$ cat src/rtl/ifstage_fetch.sv
// Instruction-fetch stage: PC register, next-PC mux with branch adder, and a
// request/acknowledge read of a variable-latency instruction memory into the IR.
module ifstage_fetch #(
    parameter logic [31:0] RESET_PC = 32'h0000_0000,
    parameter int unsigned MAX_WAIT = 15
) (
    input  logic        Clk,
    input  logic        Reset,
    input  logic        Fetch_req,
    input  logic        PC_LdEn,
    input  logic        PC_sel,
    input  logic [31:0] Immed,
    input  logic [31:0] Mem_data,
    input  logic        Mem_ack,
    output logic [31:0] Mem_addr,
    output logic        Mem_rd,
    output logic [31:0] Instr,
    output logic        Instr_valid,
    output logic [31:0] PC,
    output logic        Busy,
    output logic        Fetch_err
);

    localparam int unsigned XLEN  = 32;
    localparam int unsigned CNT_W = 8;
    localparam logic [CNT_W-1:0] LAST_CNT = CNT_W'(MAX_WAIT - 1);

    typedef enum logic [1:0] {
        IDLE = 2'd0,
        WAIT = 2'd1,
        DONE = 2'd2
    } state_t;

    state_t            state;
    state_t            state_next;
    logic [CNT_W-1:0]  cnt;
    logic [CNT_W-1:0]  cnt_d;
    logic [XLEN-1:0]   pc_d;
    logic [XLEN-1:0]   addr_d;
    logic [XLEN-1:0]   instr_d;
    logic              valid_d;
    logic              rd_d;
    logic              busy_d;
    logic              err_d;
    logic [XLEN-1:0]   pc_plus4;
    logic [XLEN-1:0]   imm_sh;
    logic [XLEN-1:0]   next_pc;

    // Shifting in XLEN bits drops Immed[31:30]; all sums wrap modulo 2^32.
    assign imm_sh   = Immed << 2;
    assign pc_plus4 = PC + XLEN'(4);
    assign next_pc  = PC_sel ? (pc_plus4 + imm_sh) : pc_plus4;

    // State and output registers.
    always_ff @(posedge Clk) begin
        if (Reset) begin
            state       <= IDLE;
            cnt         <= '0;
            PC          <= RESET_PC;
            Mem_addr    <= '0;
            Mem_rd      <= 1'b0;
            Instr       <= '0;
            Instr_valid <= 1'b0;
            Busy        <= 1'b0;
            Fetch_err   <= 1'b0;
        end else begin
            state       <= state_next;
            cnt         <= cnt_d;
            PC          <= pc_d;
            Mem_addr    <= addr_d;
            Mem_rd      <= rd_d;
            Instr       <= instr_d;
            Instr_valid <= valid_d;
            Busy        <= busy_d;
            Fetch_err   <= err_d;
        end
    end

    // Next-state and next-output logic.
    always_comb begin
        state_next = state;
        cnt_d      = cnt;
        pc_d       = PC;
        addr_d     = Mem_addr;
        instr_d    = Instr;
        valid_d    = Instr_valid;
        rd_d       = 1'b0;
        err_d      = 1'b0;

        unique case (state)
            IDLE: begin
                if (PC_LdEn) begin
                    pc_d = next_pc;
                end
                // The fetch address is the PC before any same-cycle load.
                if (Fetch_req) begin
                    addr_d     = PC;
                    valid_d    = 1'b0;
                    cnt_d      = '0;
                    rd_d       = 1'b1;
                    state_next = WAIT;
                end
            end
            WAIT: begin
                if (Mem_ack) begin
                    instr_d    = Mem_data;
                    valid_d    = 1'b1;
                    state_next = DONE;
                end else if (cnt == LAST_CNT) begin
                    err_d      = 1'b1;
                    state_next = IDLE;
                end else begin
                    cnt_d = cnt + CNT_W'(1);
                    rd_d  = 1'b1;
                end
            end
            DONE: begin
                state_next = IDLE;
            end
            default: begin
                state_next = IDLE;
            end
        endcase

        busy_d = (state_next != IDLE);
    end

endmodule

$ cat config.mk
export PLATFORM = sky130hd
export DESIGN_NAME = ifstage_fetch
export DESIGN_NICKNAME = d
export VERILOG_FILES = /design/src/rtl/ifstage_fetch.sv
export SDC_FILE = /design/constraint.sdc
export NUM_CORES = 1
export LEC_CHECK = 0
export CORE_MARGIN = 2
export CORE_UTILIZATION = 60
export CTS_BUF_LIST = sky130_fd_sc_hd__clkbuf_8
export DETAILED_ROUTE_END_ITERATION = 7
export DONT_BUFFER_PORTS = 1
export PLACE_DENSITY = 0.85
export SLEW_MARGIN = 40
export SYNTH_ARGS = -nofsm -noshare
export SYNTH_HDL_FRONTEND = slang
export SYNTH_SLANG_ARGS = --single-unit
$ cat constraint.sdc
create_clock -name Clk -period 5.05 [get_ports Clk]
set_input_delay 0.7575 -clock Clk [delete_from_list [all_inputs] [get_ports Clk]]
set_output_delay 0.7575 -clock Clk [all_outputs]
set_load 0.01 [all_outputs]
==> results of run 1 <==
## power by group
part | internal (mW) | leakage, nW | switching [mW] | total, mW
Combinational | 0.161 | 1.62 | 0.246 | 0.407
Sequential | 0.878 | 0.862 | 0.0796 | 0.958
Clock | 0.238 | 0.102 | 0.308 | 0.546
## per-layer routing
layer | vias to the layer above | wire (µm) | track usage (%)
li1 | 2774 | - | -
met1 | 2648 | 6357 | 32.50
met2 | 237 | 8169 | 49.82
met3 | 49 | 1357 | 7.971
met4 | 0 | 634 | 11.56
met5 | - | 0 | 0
## per-stage QoR
stage                     hold WS (ps)  total power, mW  cell area [µm²]
after floorplan                  457.8            1.294             6272
after global placement           471.4            1.354             6257
final                            455.8            1.911             6474
after CTS                        432.9            1.910             6474
after detailed placement         490.8            1.374             6266
after global routing             423.8            1.997             6474
## worst paths after layout
kind         startpoint   endpoint  slack, ps  cells after the start
max reg2reg      PC[11]     PC[31]        550                     15
max              PC[11]     PC[31]        550                     15
min reg2reg   Instr[22]  Instr[22]        510                      2
min             Mem_ack  Fetch_err        460                      1
## synth_stat cells, drive strengths merged (3+ instances only)
cell type    n
nand2      173
a21oi      110
dfxtp      106
nor2        59
ha          39
clkbuf      34
o21ai       30
nand3       27
xnor2       27
xor2        27
a21o        20
buf         14
inv         14
nand4       13
nor3        10
or3          8
a211oi       7
nor4         7
a221oi       6
a22oi        6
a21boi       5
and3         5
and4         5
nand2b       5
nor2b        5
o211ai       5
o22ai        5
a311oi       4
a31oi        4
and2         4
mux2i        4
o21a         4
o31ai        4
or2          3
## layout make-up
cell class | count | area (µm²)
Tap cell | 136 | 170.2
Timing Repair Buffer | 3 | 22.52
Sequential cell | 106 | 2122
Multi-Input combinational cell | 649 | 3895
Inverter | 15 | 56.30
Fill cell | 892 | 3757
Clock inverter | 7 | 83.83
Clock buffer | 9 | 123.9
## registers in the layout, indices dropped and copies added, names as in the netlist
register and cells:
Mem_addr 30, Fetch_err 1, state 2, cnt 8, Busy 1, PC 30, Instr 32, Instr_valid 1
Mem_rd 1
## cells by family after synthesis
| family | synth area share [%] |
|---|---|
| AO/OA/AOI/OAI | 21.30 |
| XOR/XNOR | 7.674 |
| adder cells (fa/ha/maj) | 8.114 |
| buffers and inverters | 4.257 |
| flip-flops | 33.89 |
| multiplexers | 0.8194 |
| other | 0.05989 |
| AND/OR/NAND/NOR | 23.88 |
## worst max-delay path: cells and delay by family (launching register included)
kind	cells	cell delay, ps
xor+xnor	1	360
compound gates	3	490
flops	1	560
simple gates	7	1840
fa+ha+maj	1	350
mux	3	790
==> results.py, run 1 <==
metrics = {
    "status": {
        "status": "complete, no violations",
    },
    "placement": {
        "gp_congestion": 0.9101,
        "numPlacedInstances": 909,
        "dp_hpwl_mm": 12.20,
        "portBuffers": 0,
        "pre_cts_slack_ps": 612.5,
    },
    "setup_path": {
        "critPathArrivalTime_ps": 4770,
        "crit_chain": "and4_1 > and2_2 > nand4_4 > nor4_2 > nand4_1 > xnor2_1 > ha_1 > a21oi_1 > nor2b_1 > or4_1 > a31oi_1 > o31ai_1 > mux2i_1 > mux2i_1 > mux2_2",
        "start_kind": "register",
        "cpPeakStageDelay_ps": 560,
        "cpMostUsedCell": "mux2i_1",
        "crit_slowest_cell": "dfxtp_1",
        "cp.required_ps": 5320,
        "worstSetupPathType": "register to register",
        "end_kind": "register",
        "crit_fanout": 8,
    },
    "global_route": {
        "grt_pass1_vias": 5517,
        "grt_max_degree": 103,
        "grt_overflow_total": 0,
        "antenna_found_initial": 0,
        "grt.total_usage_pct": 28.43,
        "grt_pass1_wl_mm": 25.93,
    },
    "floorplanning": {
        "core_um2": 10230,
        "initial_core_util_pct": 61.20,
        "die-area_um2": 11270,
        "die_h_um": 106.2,
        "rows": 37,
        "die_x_um": 106.2,
        "ios": 170,
    },
    "sta": {
        "tns_ps": 0,
        "fin_crit_sh_pct": 89.05,
        "grt_setup_unrepaired": "no",
        "setup_ws_ps": 552.9,
        "maxSlewViolCount": 0,
        "maxSlewHeadroom_pct": 45.26,
        "hold_viol": 0,
        "fin_skew_ps": 11.58,
        "fin_crit_ps": 4497,
        "fmax_mhz": 222.4,
        "setup_viol": 0,
        "worst_pin_slew_ps": 813.5,
    },
    "detailed_routing": {
        "vias_per_cell": 6.171,
        "drcViolationCount": 0,
        "drt_first_iter_violations": 567,
        "dr.pass1.iters": 5,
        "drtAntennaViolNets": 0,
        "drt_wl_total_mm": 16.52,
        "wl_per_cell_um": 17.86,
        "dr_total_vias": 5708,
    },
    "yosys": {
        "syn_inst": 815,
        "netlist_area_um2": 6261,
        "synth_warnings": 0,
        "synthTopCellsByArea": "dfxtp_1 (34%), nand2_1 (10%), a21oi_1 (8.8%), ha_1 (7.8%), xnor2_1 (3.8%)",
        "async_flop_share_pct": 0,
        "synthDistinctLibCells": 65,
        "synth_flop_cell": "dfxtp_1",
        "syn_area_per_cell_um2": 7.682,
        "synth_edf_count": 0,
        "synth_top_area_share_pct": 33.89,
        "yosysSeqAreaShare_pct": 33.89,
        "synth_top_area_cell": "dfxtp_1",
        "synth_seq_cells": 106,
    },
    "pwr": {
        "power_density_nw_per_um2": 295.2,
        "max-vdd-ir-drop_v": 0.0002344,
        "power.leakage_nw": 2.582,
    },
    "clocking": {
        "htree_levels": 3,
        "insertion_delay_ps": 370,
        "cts_resized": 0,
        "cts_tree": "done",
        "cts.path.max_buffers": 2,
        "cts_setup_buffers": 0,
        "clkSinkCount": 106,
        "numCtsBuffers": 9,
        "clk_pin_slew_ps": 110,
        "cts_hold_buf": 0,
        "root_buffer": "clkbuf_8",
    },
    "worst_hold_path": {
        "hold_path.class": "input pin to register",
    },
    "finish": {
        "area_delta_synth_final_pct": 3.397,
        "n_antenna_cell": 0,
        "fin_util_pct": 63.28,
        "final_cells": 925,
        "layout_common_cells": "nand2_1 (169), a21oi_1 (110), dfxtp_1 (106)",
        "final_nets": 894,
        "final_common_cell": "nand2_1",
        "drive_gt1_share_pct": 5.070,
    },
    "flow_run": {
        "drv_cap": 0,
    },
}
Power figures use the tool's default switching activity.
==> inputs of run 2 (changes only) <==
==> constraint.sdc (replaced) <==
create_clock -name Clk -period 5.05 [get_ports Clk]
set_input_delay 1.01 -clock Clk [delete_from_list [all_inputs] [get_ports Clk]]
set_output_delay 1.01 -clock Clk [all_outputs]
set_load 0.01 [all_outputs]
==> run 2 against run 1 <==
Against the previous run:
- clock power decreased by 8.4%
- sequential share of layout area grew 0.15 points
- flip-flop and latch count unchanged
- largest power group unchanged
- cell count decreased by 0.11%
- global-route usage decreased by 0.83 points
- sequential power is essentially flat
- critical path type unchanged
==> results.py, run 2 (synthesis results as in run 1) <==
metrics = {
    "clocking": {
        "clkSinkCount": 106,
        "htree_levels": 3,
        "cts_hold_buf": 0,
        "cts_resized": 0,
        "root_buffer": "clkbuf_8",
        "cts.path.max_buffers": 2,
        "cts_setup_buffers": 0,
        "clk_pin_slew_ps": 120,
        "cts_tree": "done",
        "numCtsBuffers": 9,
        "insertion_delay_ps": 360,
    },
    "detailed_routing": {
        "drt_wl_total_mm": 16.14,
        "dr.pass1.iters": 6,
        "drt_first_iter_violations": 529,
        "drcViolationCount": 0,
        "vias_per_cell": 6.250,
        "dr_total_vias": 5775,
        "wl_per_cell_um": 17.47,
        "drtAntennaViolNets": 0,
    },
    "global_route": {
        "grt_pass1_wl_mm": 25.30,
        "grt.total_usage_pct": 27.60,
        "grt_overflow_total": 0,
        "antenna_found_initial": 0,
        "grt_pass1_vias": 5345,
        "grt_max_degree": 103,
    },
    "worst_hold_path": {
        "min_to": "Mem_addr[19]",
        "hold_path.class": "register to register",
        "hp-start": "Mem_addr[19]",
        "whs_path_depth": 2,
    },
    "finish": {
        "fin_area_um2": 6444,
        "fin_util_pct": 62.98,
        "layout_common_cells": "nand2_1 (169), a21oi_1 (110), dfxtp_1 (106)",
        "largest_reg_flops": 32,
        "drive_gt1_share_pct": 5.076,
        "final_nets": 893,
        "reg_top3": "Instr x32, Mem_addr x30, PC x30",
        "area_delta_synth_final_pct": 2.918,
        "largest-register": "Instr",
        "final_common_cell": "nand2_1",
        "n_antenna_cell": 0,
    },
    "setup_path": {
        "r2r_end": "PC[31]",
        "crit_fanout": 8,
        "r2r_start": "PC[11]",
        "end_kind": "register",
        "start_kind": "register",
        "critPathArrivalTime_ps": 4740,
        "worstSetupPathType": "register to register",
        "reg2reg_setup_slack_ps": 580,
        "cp.required_ps": 5320,
        "r2r_cells": 15,
    },
    "floorplanning": {
        "initial_core_util_pct": 61.20,
        "rows": 37,
        "core_um2": 10230,
        "die_x_um": 106.2,
        "die-area_um2": 11270,
        "ios": 170,
        "die_h_um": 106.2,
    },
    "pwr": {
        "p_comb_share_pct": 21.7,
        "power_density_nw_per_um2": 288.9,
        "internal_power_mw": 1.228,
        "p_clk_share_pct": 26.8,
        "p_seq_share_pct": 51.4,
        "power.leakage_nw": 2.565,
        "p_sw_share_pct": 34.04,
        "p_sw_mw": 0.6337,
        "max-vdd-ir-drop_v": 0.0002271,
    },
    "sta": {
        "hold_viol": 0,
        "tns_ps": 0,
        "setup_viol": 0,
        "setup_ws_ps": 578.9,
        "grt_setup_unrepaired": "no",
        "fin_crit_ps": 4471,
        "worst_pin_slew_ps": 694.9,
        "maxSlewHeadroom_pct": 53.24,
        "fin_skew_ps": 14.54,
        "fmax_mhz": 223.7,
        "maxSlewViolCount": 0,
        "fin_crit_sh_pct": 88.54,
    },
    "placement": {
        "place_area_um2": 6260,
        "gp_congestion": 0.8943,
        "portBuffers": 0,
        "pre_cts_slack_ps": 627.2,
        "dp_hpwl_mm": 12.00,
    },
    "status": {
        "status": "complete, no violations",
    },
    "flow_run": {
        "drv_cap": 0,
    },
}
-- run 2: cell types whose count changed in the layout (fill, tap and decap cells not counted) --
cell and change:
inv_8 +1, and2_2 +1, clkinvlp_4 +1, buf_4 -1, clkinv_4 -2, clkinv_2 +1, bufinv_16 -1, and2_1 -1
-- run 2: final cells by class --
class,count,area [µm²]
sequential,106,2122
tap,136,170.2
timing repair buffer,2,15.01
clock buffer,9,123.9
multi-input combinational,649,3896
inverter,15,56.30
clock inverter,7,60.06
fill,934,3787
-- run 2: power groups by stage --
stage / combinational, mW / sequential, mW / clock [mW]
2_1_floorplan: 0.339 / 0.955 / 0
3_3_place_gp: 0.379 / 0.975 / 0
3_5_place_dp: 0.396 / 0.976 / 0
4_1_cts: 0.399 / 0.957 / 0.503
5_1_grt: 0.449 / 0.965 / 0.533
6_report: 0.405 / 0.957 / 0.500
-- run 2: how the worst max path moves through the flow --
stage / from / to / slack, ps / cells past startpoint
2_1_floorplan: PC[4] / PC[31] / 1170 / 17
3_3_place_gp: PC[11] / PC[31] / 730 / 15
3_5_place_dp: PC[11] / PC[31] / 630 / 15
4_1_cts: PC[11] / PC[31] / 600 / 15
5_1_grt: PC[11] / PC[31] / 380 / 15
6_report: PC[11] / PC[31] / 580 / 15
-- run 2: critical path: stages, from the launching register on --
cell and delay (ps):
dfxtp_1 560, and4_1 260, and2_2 210, nand4_4 160, nor4_2 490, nand4_1 180, xnor2_1 310, ha_1 340
a21oi_1 160, nor2b_1 80, or4_1 480, a31oi_1 170, o31ai_1 130, mux2i_1 240, mux2i_1 250, mux2_2 350
-- run 2: metrics by stage --
step	power, mW	cells	hold slack [ps]
final	1.862	924	503.9
after global routing	1.947	924	518.9
after CTS	1.859	924	503.0
after detailed placement	1.372	908	489.5
after global placement	1.353	908	471.9
after floorplan	1.294	818	457.8
-- run 2: layer usage --
metal	vias up	wire length, µm	part of all wire [%]	track usage, %
met5	-	0	0	0
met4	0	401	2.5	9.868
met3	30	1324	8.2	8.216
met2	237	8164	51	47.53
met1	2734	6249	39	32.50
li1	2774	-	-	-
